$ cat src/rtl/bbtron_pkg.sv
// Shared types and constants for the bbtron fetch front end.
package bbtron_pkg;

   localparam logic [31:0] DEFAULT_RESET_PC = 32'h0000_0000;

   typedef enum logic [1:0] {
      ST_BOOT  = 2'd0,
      ST_FETCH = 2'd1,
      ST_ISSUE = 2'd2,
      ST_HALT  = 2'd3
   } seq_state_e;

   typedef enum logic [1:0] {
      JK_ABS = 2'b00,
      JK_REL = 2'b01,
      JK_REG = 2'b10,
      JK_RSV = 2'b11
   } jump_kind_e;

endpackage

$ cat src/rtl/jump_target_calc.sv
// Next-PC candidates: the sequential successor and the redirect target for a taken jump.
module jump_target_calc
   import bbtron_pkg::*;
#(
   parameter int ADDR_W  = 32,
   parameter int J_IMM_W = 26
)
(
   input  logic [ADDR_W-1:0]  pc,
   input  logic [1:0]         jump_kind,
   input  logic [J_IMM_W-1:0] jump_imm,
   input  logic [15:0]        branch_off,
   input  logic [ADDR_W-1:0]  reg_target,
   output logic [ADDR_W-1:0]  seq_pc,
   output logic [ADDR_W-1:0]  target_pc
);

   logic [ADDR_W-1:0] imm_ext;
   logic [ADDR_W-1:0] off_ext;

   // Branch offsets are relative to the successor, so the sequential adder feeds the branch adder.
   assign seq_pc  = pc + ADDR_W'(1);
   assign imm_ext = {{(ADDR_W-J_IMM_W){1'b0}}, jump_imm};
   assign off_ext = {{(ADDR_W-16){branch_off[15]}}, branch_off};

   always_comb begin
      // NOTE: give every always_comb output a default first so no path can infer a latch.
      target_pc = seq_pc;
      case (jump_kind_e'(jump_kind))
         JK_ABS: target_pc = imm_ext;
         JK_REL: target_pc = seq_pc + off_ext;
         JK_REG: target_pc = reg_target;
         JK_RSV: target_pc = seq_pc;
      endcase
   end

endmodule

$ cat src/rtl/pc_sequencer.sv
// Multicycle fetch/redirect controller: owns the PC, runs the imem handshake, holds one instruction for decode.
module pc_sequencer
   import bbtron_pkg::*;
#(
   parameter int                ADDR_W   = 32,
   parameter int                J_IMM_W  = 26,
   parameter logic [ADDR_W-1:0] RESET_PC = ADDR_W'(DEFAULT_RESET_PC)
)
(
   input  logic               clock,
   input  logic               reset,
   output logic               imem_req,
   output logic [ADDR_W-1:0]  imem_addr,
   input  logic               imem_ack,
   input  logic [31:0]        imem_rdata,
   output logic [31:0]        ir,
   output logic               ir_valid,
   input  logic               stall,
   input  logic               jump_en,
   input  logic [1:0]         jump_kind,
   input  logic [J_IMM_W-1:0] jump_imm,
   input  logic [15:0]        branch_off,
   input  logic [ADDR_W-1:0]  reg_target,
   input  logic               halt,
   output logic               halted,
   output logic [ADDR_W-1:0]  pc
);

   seq_state_e        state_q, state_d;
   logic [ADDR_W-1:0] pc_q, pc_d;
   logic [31:0]       ir_q, ir_d;
   logic              ir_valid_q, ir_valid_d;
   logic              imem_req_q, imem_req_d;
   logic              halted_q, halted_d;

   logic [ADDR_W-1:0] seq_pc;
   logic [ADDR_W-1:0] target_pc;

   jump_target_calc #(
      .ADDR_W  (ADDR_W),
      .J_IMM_W (J_IMM_W)
   ) u_jump_target_calc (
      .pc         (pc_q),
      .jump_kind  (jump_kind),
      .jump_imm   (jump_imm),
      .branch_off (branch_off),
      .reg_target (reg_target),
      .seq_pc     (seq_pc),
      .target_pc  (target_pc)
   );

   // Outputs are registered and move in lock-step with the state, so they are glitch-free.
   always_comb begin
      state_d    = state_q;
      pc_d       = pc_q;
      ir_d       = ir_q;
      ir_valid_d = ir_valid_q;
      imem_req_d = imem_req_q;
      halted_d   = halted_q;
      case (state_q)
         ST_BOOT: begin
            state_d    = ST_FETCH;
            imem_req_d = 1'b1;
         end
         ST_FETCH: begin
            if (imem_ack) begin
               ir_d       = imem_rdata;
               ir_valid_d = 1'b1;
               imem_req_d = 1'b0;
               state_d    = ST_ISSUE;
            end
         end
         ST_ISSUE: begin
            // Retire: the only cycle in which the redirect and halt controls are looked at.
            if (!stall) begin
               ir_valid_d = 1'b0;
               if (halt) begin
                  halted_d = 1'b1;
                  state_d  = ST_HALT;
               end else begin
                  pc_d       = jump_en ? target_pc : seq_pc;
                  imem_req_d = 1'b1;
                  state_d    = ST_FETCH;
               end
            end
         end
         ST_HALT: begin
            state_d = ST_HALT;
         end
         default: begin
            state_d = ST_BOOT;
         end
      endcase
   end

   // NOTE: asynchronous reset clears every register the moment reset rises, dropping an in-flight request.
   always_ff @(posedge clock or posedge reset) begin
      if (reset) begin
         state_q    <= ST_BOOT;
         pc_q       <= RESET_PC;
         ir_q       <= '0;
         ir_valid_q <= 1'b0;
         imem_req_q <= 1'b0;
         halted_q   <= 1'b0;
      end else begin
         state_q    <= state_d;
         pc_q       <= pc_d;
         ir_q       <= ir_d;
         ir_valid_q <= ir_valid_d;
         imem_req_q <= imem_req_d;
         halted_q   <= halted_d;
      end
   end

   assign imem_req  = imem_req_q;
   assign imem_addr = pc_q;
   assign pc        = pc_q;
   assign ir        = ir_q;
   assign ir_valid  = ir_valid_q;
   assign halted    = halted_q;

endmodule
$ cat config.mk
export PLATFORM = sky130hd
export DESIGN_NAME = pc_sequencer
export DESIGN_NICKNAME = d
export VERILOG_FILES = /design/src/rtl/bbtron_pkg.sv /design/src/rtl/jump_target_calc.sv /design/src/rtl/pc_sequencer.sv
export SDC_FILE = /design/constraint.sdc
export NUM_CORES = 1
export LEC_CHECK = 0
export ABC_AREA = 1
export ABC_CLOCK_PERIOD_IN_PS = 3050
export CORE_AREA = 2 2 130 132
export DETAILED_ROUTE_END_ITERATION = 16
export DIE_AREA = 0 0 132 134
export GPL_TIMING_DRIVEN = 0
export HOLD_SLACK_MARGIN = 0.1
export PLACE_DENSITY_LB_ADDON = 0.05
export SETUP_SLACK_MARGIN = 0.15
export SLEW_MARGIN = 10
export SYNTH_ARGS = -nofsm -noshare
export SYNTH_HDL_FRONTEND = slang
export SYNTH_SLANG_ARGS = --single-unit
$ cat constraint.sdc
create_clock -name clock -period 3.05 [get_ports clock]
set_clock_uncertainty 0.2 [all_clocks]
set_input_delay 0.4575 -clock clock [delete_from_list [all_inputs] [get_ports clock]]
set_output_delay 0.4575 -clock clock [all_outputs]
set_load 0.05 [all_outputs]
==> qor.txt, run 1 <==
Most frequent cells in the layout: nand2_1, clkdlybuf4s50_1, inv_1
CTS tree: built
Final min period: 3300 ps
Least-Margin Pin Slew: 948.8 ps
Initial antenna violation count: 0
Die Ht: 134 um
Fin crit share: 1.082
Antenna diodes: 0
First-pass GRT wire length: 41040 um
Combinational power share: 0.767
DRC: 0
CP Max Fanout: 4
Max-slew headroom: 0.3675
CP Capture Type: register
Layout cell share with drive strength beyond 1: 0.2742
Top_reg_cell synth: dfrtp_1
Clock share of power: 0.086
First-pass DRT Iterations: 5
Wire length per cell: 16.75 um
Gpl congestion: 0.9617
Post-synth net total: 1315
Final count of hold timing violations: 0
Num CTS Buffers: 9
Post-Syn Area: 7041 um^2
Final-layout fill cell count: 1374
CP max stage delay: 400 ps
Flops & latches, synth: 69
Ys async rst share: 1.000
CP arrival: 3330 ps
Final worst slack: -250.2 ps
Hold crit path type: primary input to async pin
Startpoint types: register
Post-synthesis cell count: 1162
WS Path Type: register to register
CTS Sinks: 69
Die width: 132 um
Run status: finished with violations
Cell variety after synth: 47
Final TNS setup: -3226 ps
Vias per Instance: 5.134
Site row count: 47
Final Max Tran Viols: 0
P&R area growth vs syn: 63.23%
Maximum vdd drop: 0.0008529 V
Switching share of power: 0.5479
Syn Area/Cell: 6.059 um^2
Largest net degree at the start of global routing: 53
Die area: 17690 um^2
# port buffers: 212
Starting density of the core: 0.4322
Final #Nets: 1596
CTS max path bufs: 2
Synth warn: 0
Clock latency on the worst-skew pair: 340 ps
Drt total wl: 27940 um
Commonest non-fill, non-tap cell in the layout: nand2_1
Sequential area share after synthesis: 0.2452
Num ports: 213
Slowest-stage cell, CP: dfrtp_2
CTS H-tree depth: 3
Clk slew on worst S/H paths: 60 ps
Starting DRT DRC Count: 716
Total grt overflow: 0
DP HPWL: 20800 um
Number of flops mapped to enable cells by yosys: 0
WHS: 211.5 ps
Max Clk Rate: 303.0 MHz
Core outline area: 16290 um^2
GRT Total Usage: 0.2940
Vias in the first global route: 7791
Worst-path cell chain: ha_4 -> nand2_4 -> nor2_4 -> nand2_2 -> nor2_4 -> buf_6 -> nand4_1 -> xnor2_2 -> ha_4 -> a21oi_4 -> nor2_1 -> nor2_1 -> nand2_1 -> a21oi_2 -> nand3_1 -> nand3_1 -> nand2_2 -> a21oi_2 -> nor2_1
Failing checks: negative setup slack
P per Cell Area: 1147 nW/um^2
Sequential share of power: 0.147
# setup viols final: 22
Max_cap viols: 0
Req. time, crit path: 3080 ps
Internal power: 5961 uW
Clk root buf: clkbuf_16
RSZ-0062 raised after global routing: yes
Register area: 1760 um^2
Psw: 7226 uW
Final antenna-violating net count: 0
P_leak: 0.005380 uW
CP dominant cell by count: nor2_1
Footprint of the multi-input gates: 5623 um^2
Vias: 8563
## path summary, 6_finish.rpt
path	start	end	slack [ps]	depth (start not counted)
min	reset	ir[24]$_DFFE_PP0P_	210	2
min reg2reg	halted$_DFFE_PP0P_	halted$_DFFE_PP0P_	280	1
max	imem_addr[0]$_DFFE_PP0P_	imem_addr[29]$_DFFE_PP0P_	-250	19
max reg2reg	imem_addr[0]$_DFFE_PP0P_	imem_addr[29]$_DFFE_PP0P_	-250	19
min in group clock	halted$_DFFE_PP0P_	halted$_DFFE_PP0P_	280	1
max in group asynchronous	reset	imem_addr[25]$_DFFE_PP0P_	1860	3
## state kept, by name, summed over array words and instances, names as in the netlist
| name | count |
|---|---|
| halted | 1 |
| imem_addr | 32 |
| imem_req | 1 |
| ir | 32 |
| ir_valid | 1 |
| state_q | 2 |
## metal layers
layer | vias to the layer above | global-route usage | part of all wire
li1 | 4195 | - | -
met1 | 3882 | 0.3906 | 0.42
met2 | 416 | 0.4734 | 0.47
met3 | 70 | 0.05782 | 0.080
met4 | 0 | 0.1147 | 0.037
met5 | - | 0 | 0
## stage by stage
| stage | cells | setup WS [ps] | utilization | total power (uW) | cell area, um^2 |
|---|---|---|---|---|---|
| 2_1_floorplan | 1162 | 85.51 | - | 7572 | 7203 |
| 3_3_place_gp | 1594 | -911.5 | 0.5894 | 9991 | 9600 |
| 3_5_place_dp | 1595 | -551.0 | 0.5912 | 10070 | 9630 |
| 4_1_cts | 1640 | -129.3 | 0.6459 | 11910 | 10520 |
| 5_1_grt | 1668 | -371.0 | 0.7055 | 13940 | 11490 |
| 6_report | 1668 | -250.2 | 0.7055 | 13190 | 11490 |
## power groups by stage
stage | logic (uW) | clock network, uW | registers [uW]
global route | 10800 | 1180 | 2010
detailed placement | 8090 | 0 | 1990
global placement | 8020 | 0 | 1980
CTS | 8840 | 1150 | 1920
finish | 10100 | 1130 | 1940
floorplan | 4210 | 0 | 3360
## layout make-up
type,instances,area share
Tap cell,220,0.02395
Buffer,59,0.03059
Inverter,150,0.04986
Timing Repair Buffer,270,0.2255
Multi-Input combinational cell,884,0.4893
Clock inverter,6,0.007730
Clock buffer,10,0.01992
Sequential cell,69,0.1532
## worst max-delay path, delay by kind of cell, from the launching register on
kind	cells	cell delay, ps
and+or+nand+nor	12	1190
adders and majority gates	2	460
xor gates and xnor gates	1	330
buffers and inverters	1	130
AOI/OAI and AO/OA	3	450
DFF	1	400
## logic make-up (layout without fill, tap and decap cells)
family	count (synthesis)	after routing	synth area share
simple gates	661	661	0.3933
buf+inv	209	495	0.1299
compound gates	164	164	0.1299
flops	69	69	0.2452
fa+ha+maj	39	39	0.07038
xor+xnor	20	20	0.03128
## what timing repair did
item / CTS / global route
hold endpoints to repair: 0 / 0
setup endpoints to repair: 25 / 27
pin swaps: 48 / 45
hold buffers: 0 / 0
resized for setup: 102 / 170
buffers inserted: 29 / 28
gates cloned: 0 / 0
## synthesized netlist by cell type, types with 11 or more instances
cell type | instances | area share
buf_4 | 33 | 0.035
dfrtp_1 | 69 | 0.25
nand2_1 | 421 | 0.22
o21ai_0 | 67 | 0.048
nand4_1 | 11 | 0.0098
o21bai_1 | 11 | 0.012
clkbuf_1 | 22 | 0.012
nand3_1 | 51 | 0.036
ha_1 | 38 | 0.068
inv_1 | 145 | 0.077
a21oi_1 | 58 | 0.041
xor2_1 | 12 | 0.015
nor2_1 | 129 | 0.069
(Power assumes the default switching activity.)
==> run 2, diff against run 1 <==
--- a/config.mk
+++ b/config.mk
@@ -7,6 +7,7 @@
 export LEC_CHECK = 0
 export ABC_AREA = 1
 export ABC_CLOCK_PERIOD_IN_PS = 3050
+export CAP_MARGIN = 10
 export CORE_AREA = 2 2 130 132
 export DETAILED_ROUTE_END_ITERATION = 16
 export DIE_AREA = 0 0 132 134
==> results of run 2 <==
No change in the layout: final DEF, timing and power equal those of run 1.
==> RTL change: new RTL, settings of run 2 <==
Reset style: synchronous (`reset`), changed in one clocked block. Comments in the files are not updated.
--- a/src/rtl/pc_sequencer.sv
+++ b/src/rtl/pc_sequencer.sv
@@ -96,3 +96,3 @@
    // NOTE: asynchronous reset clears every register the moment reset rises, dropping an in-flight request.
-   always_ff @(posedge clock or posedge reset) begin
+   always_ff @(posedge clock) begin
       if (reset) begin
Function: differs if reset is asserted again (counterexample within 4 cycles, from zero or initial values and one cycle with reset high); with reset held inactive, the same outputs for 10 cycles.
==> RTL change against run 2 <==
- the flow still finishes with violations (setup timing)
- wire length increased by 13%
- die area did not move
- sequential cell count unchanged
- setup slack gained 0.11 ns
- sequential share of layout area shrank 3.0 points
- utilization grew 2.2 points
- area after synthesis fell by 0.30%
- cell area rose by 3.1%
- critical endpoint is now imem_addr[29]
- largest cell class unchanged
- highest routed layer unchanged
Power is left out: it rests on default switching activity, and per cell area and clock period it moved more than threefold.
==> RTL change: results (changes against run 2) <==
<table>
<tr><th>Metric</th><th>Value</th></tr>
<tr><th colspan="2">Run status</th></tr>
<tr><td>Status</td><td>complete, but fails checks</td></tr>
<tr><td>Failing checks</td><td>setup timing</td></tr>
<tr><th colspan="2">STA</th></tr>
<tr><td>Number of failing setup endpoints in the final timing report</td><td>14 (-36%)</td></tr>
<tr><td>Setup ws final</td><td>-0.145 ns (+0.105 ns)</td></tr>
<tr><td>Final total negative setup slack</td><td>-1.23 ns (+1.99 ns)</td></tr>
<tr><th colspan="2">Global routing</th></tr>
<tr><td>Met2 track demand over resource</td><td>0.580 (+0.106)</td></tr>
<tr><td>Routing usage on met3</td><td>0.0601 (+0.00227)</td></tr>
<tr><td>First-pass GRT wire length</td><td>47100 um (+15%)</td></tr>
<tr><td>Pin count of the biggest net entering global routing</td><td>23 (-57%)</td></tr>
<tr><td>Met1 track demand over resource</td><td>0.407 (+0.0168)</td></tr>
<tr><th colspan="2">Final layout</th></tr>
<tr><td>Number of logic inverters in the finished layout</td><td>166 (+11%)</td></tr>
<tr><td>Clkbuf count</td><td>11 (+1)</td></tr>
<tr><td>Final-layout fill cell count</td><td>1325 (-3.6%)</td></tr>
<tr><td>Area used by multi-input combinational logic</td><td>0.00617 mm^2 (+9.7%)</td></tr>
<tr><td>Signed area change from the synthesized netlist to the final layout</td><td>68.8%</td></tr>
<tr><td>Non-filler cells, final</td><td>1748 (+4.8%)</td></tr>
<tr><td>Non-clock buffer area fraction after layout</td><td>0.253 (-0.00311)</td></tr>
<tr><td>Area occupied by registers</td><td>0.00147 mm^2 (-17%)</td></tr>
<tr><td>Buffers, non-clock</td><td>334 (+1.5%)</td></tr>
<tr><td>Multi-input gates</td><td>943 (+6.7%)</td></tr>
<tr><td>Ratio of cells with drive above 1 in the final layout</td><td>0.295 (+0.0210)</td></tr>
<tr><th colspan="2">Worst setup path</th></tr>
<tr><td>Path depth of the worst reg2reg path</td><td>21 (+2)</td></tr>
<tr><td>Crit path to</td><td>imem_addr[29]</td></tr>
<tr><td>CP arrival</td><td>3.27 ns (-0.06 ns)</td></tr>
<tr><th colspan="2">Synthesis</th></tr>
<tr><td>Number of distinct library cell variants in the gate-level netlist after synthesis</td><td>41 (-13%)</td></tr>
<tr><td>Most instantiated cells after synthesis</td><td>nand2_1 (370), nor2_1 (173), inv_1 (160)</td></tr>
<tr><td>Mapped Cells</td><td>1245 (+7.1%)</td></tr>
<tr><td>Most used flip-flop cell after synthesis</td><td>dfxtp_1</td></tr>
<tr><td>Post-synthesis sequential area ratio</td><td>0.197 (-0.0485)</td></tr>
<tr><th colspan="2">Route</th></tr>
<tr><td>Detailed-route wire length on metal 1</td><td>12500 um (+7.4%)</td></tr>
<tr><td>Final WL</td><td>31500 um (+13%)</td></tr>
<tr><th colspan="2">Min path</th></tr>
<tr><td>Class of the worst hold path</td><td>reg -&gt; reg</td></tr>
</table>
RTL change: changes by cell type in the layout (fill, tap and decap cells not counted), sizes merged, moves of 18 or more:
cell,change
o21ai,+37
nor2,+42
dfxtp,+69
nand3,+18
nand2,-53
dfrtp,-69
RTL change: worst max-delay path: stages, from the launching register on:
cell     delay [ns]
dfxtp_4        0.38
ha_4           0.17
nand2_4        0.06
nor2_4         0.17
nand2_4        0.10
nor2_4         0.16
nand2_2        0.09
xor2_2         0.16
inv_2          0.08
ha_4           0.32
nand2_4        0.09
nor2_4         0.12
inv_2          0.07
nor3_2         0.17
nand2_1        0.12
nand2_4        0.14
nand2_2        0.08
nand3_1        0.10
nand3_2        0.09
nand2_2        0.09
nand2_2        0.06
a21oi_2        0.11
RTL change: kinds of logic after synthesis:
family	synth area share
and+or+nand+nor	0.396
buffers and inverters	0.146
xor gates and xnor gates	0.0244
AOI/OAI and AO/OA	0.166
DFF	0.197
adders and majority gates	0.0706
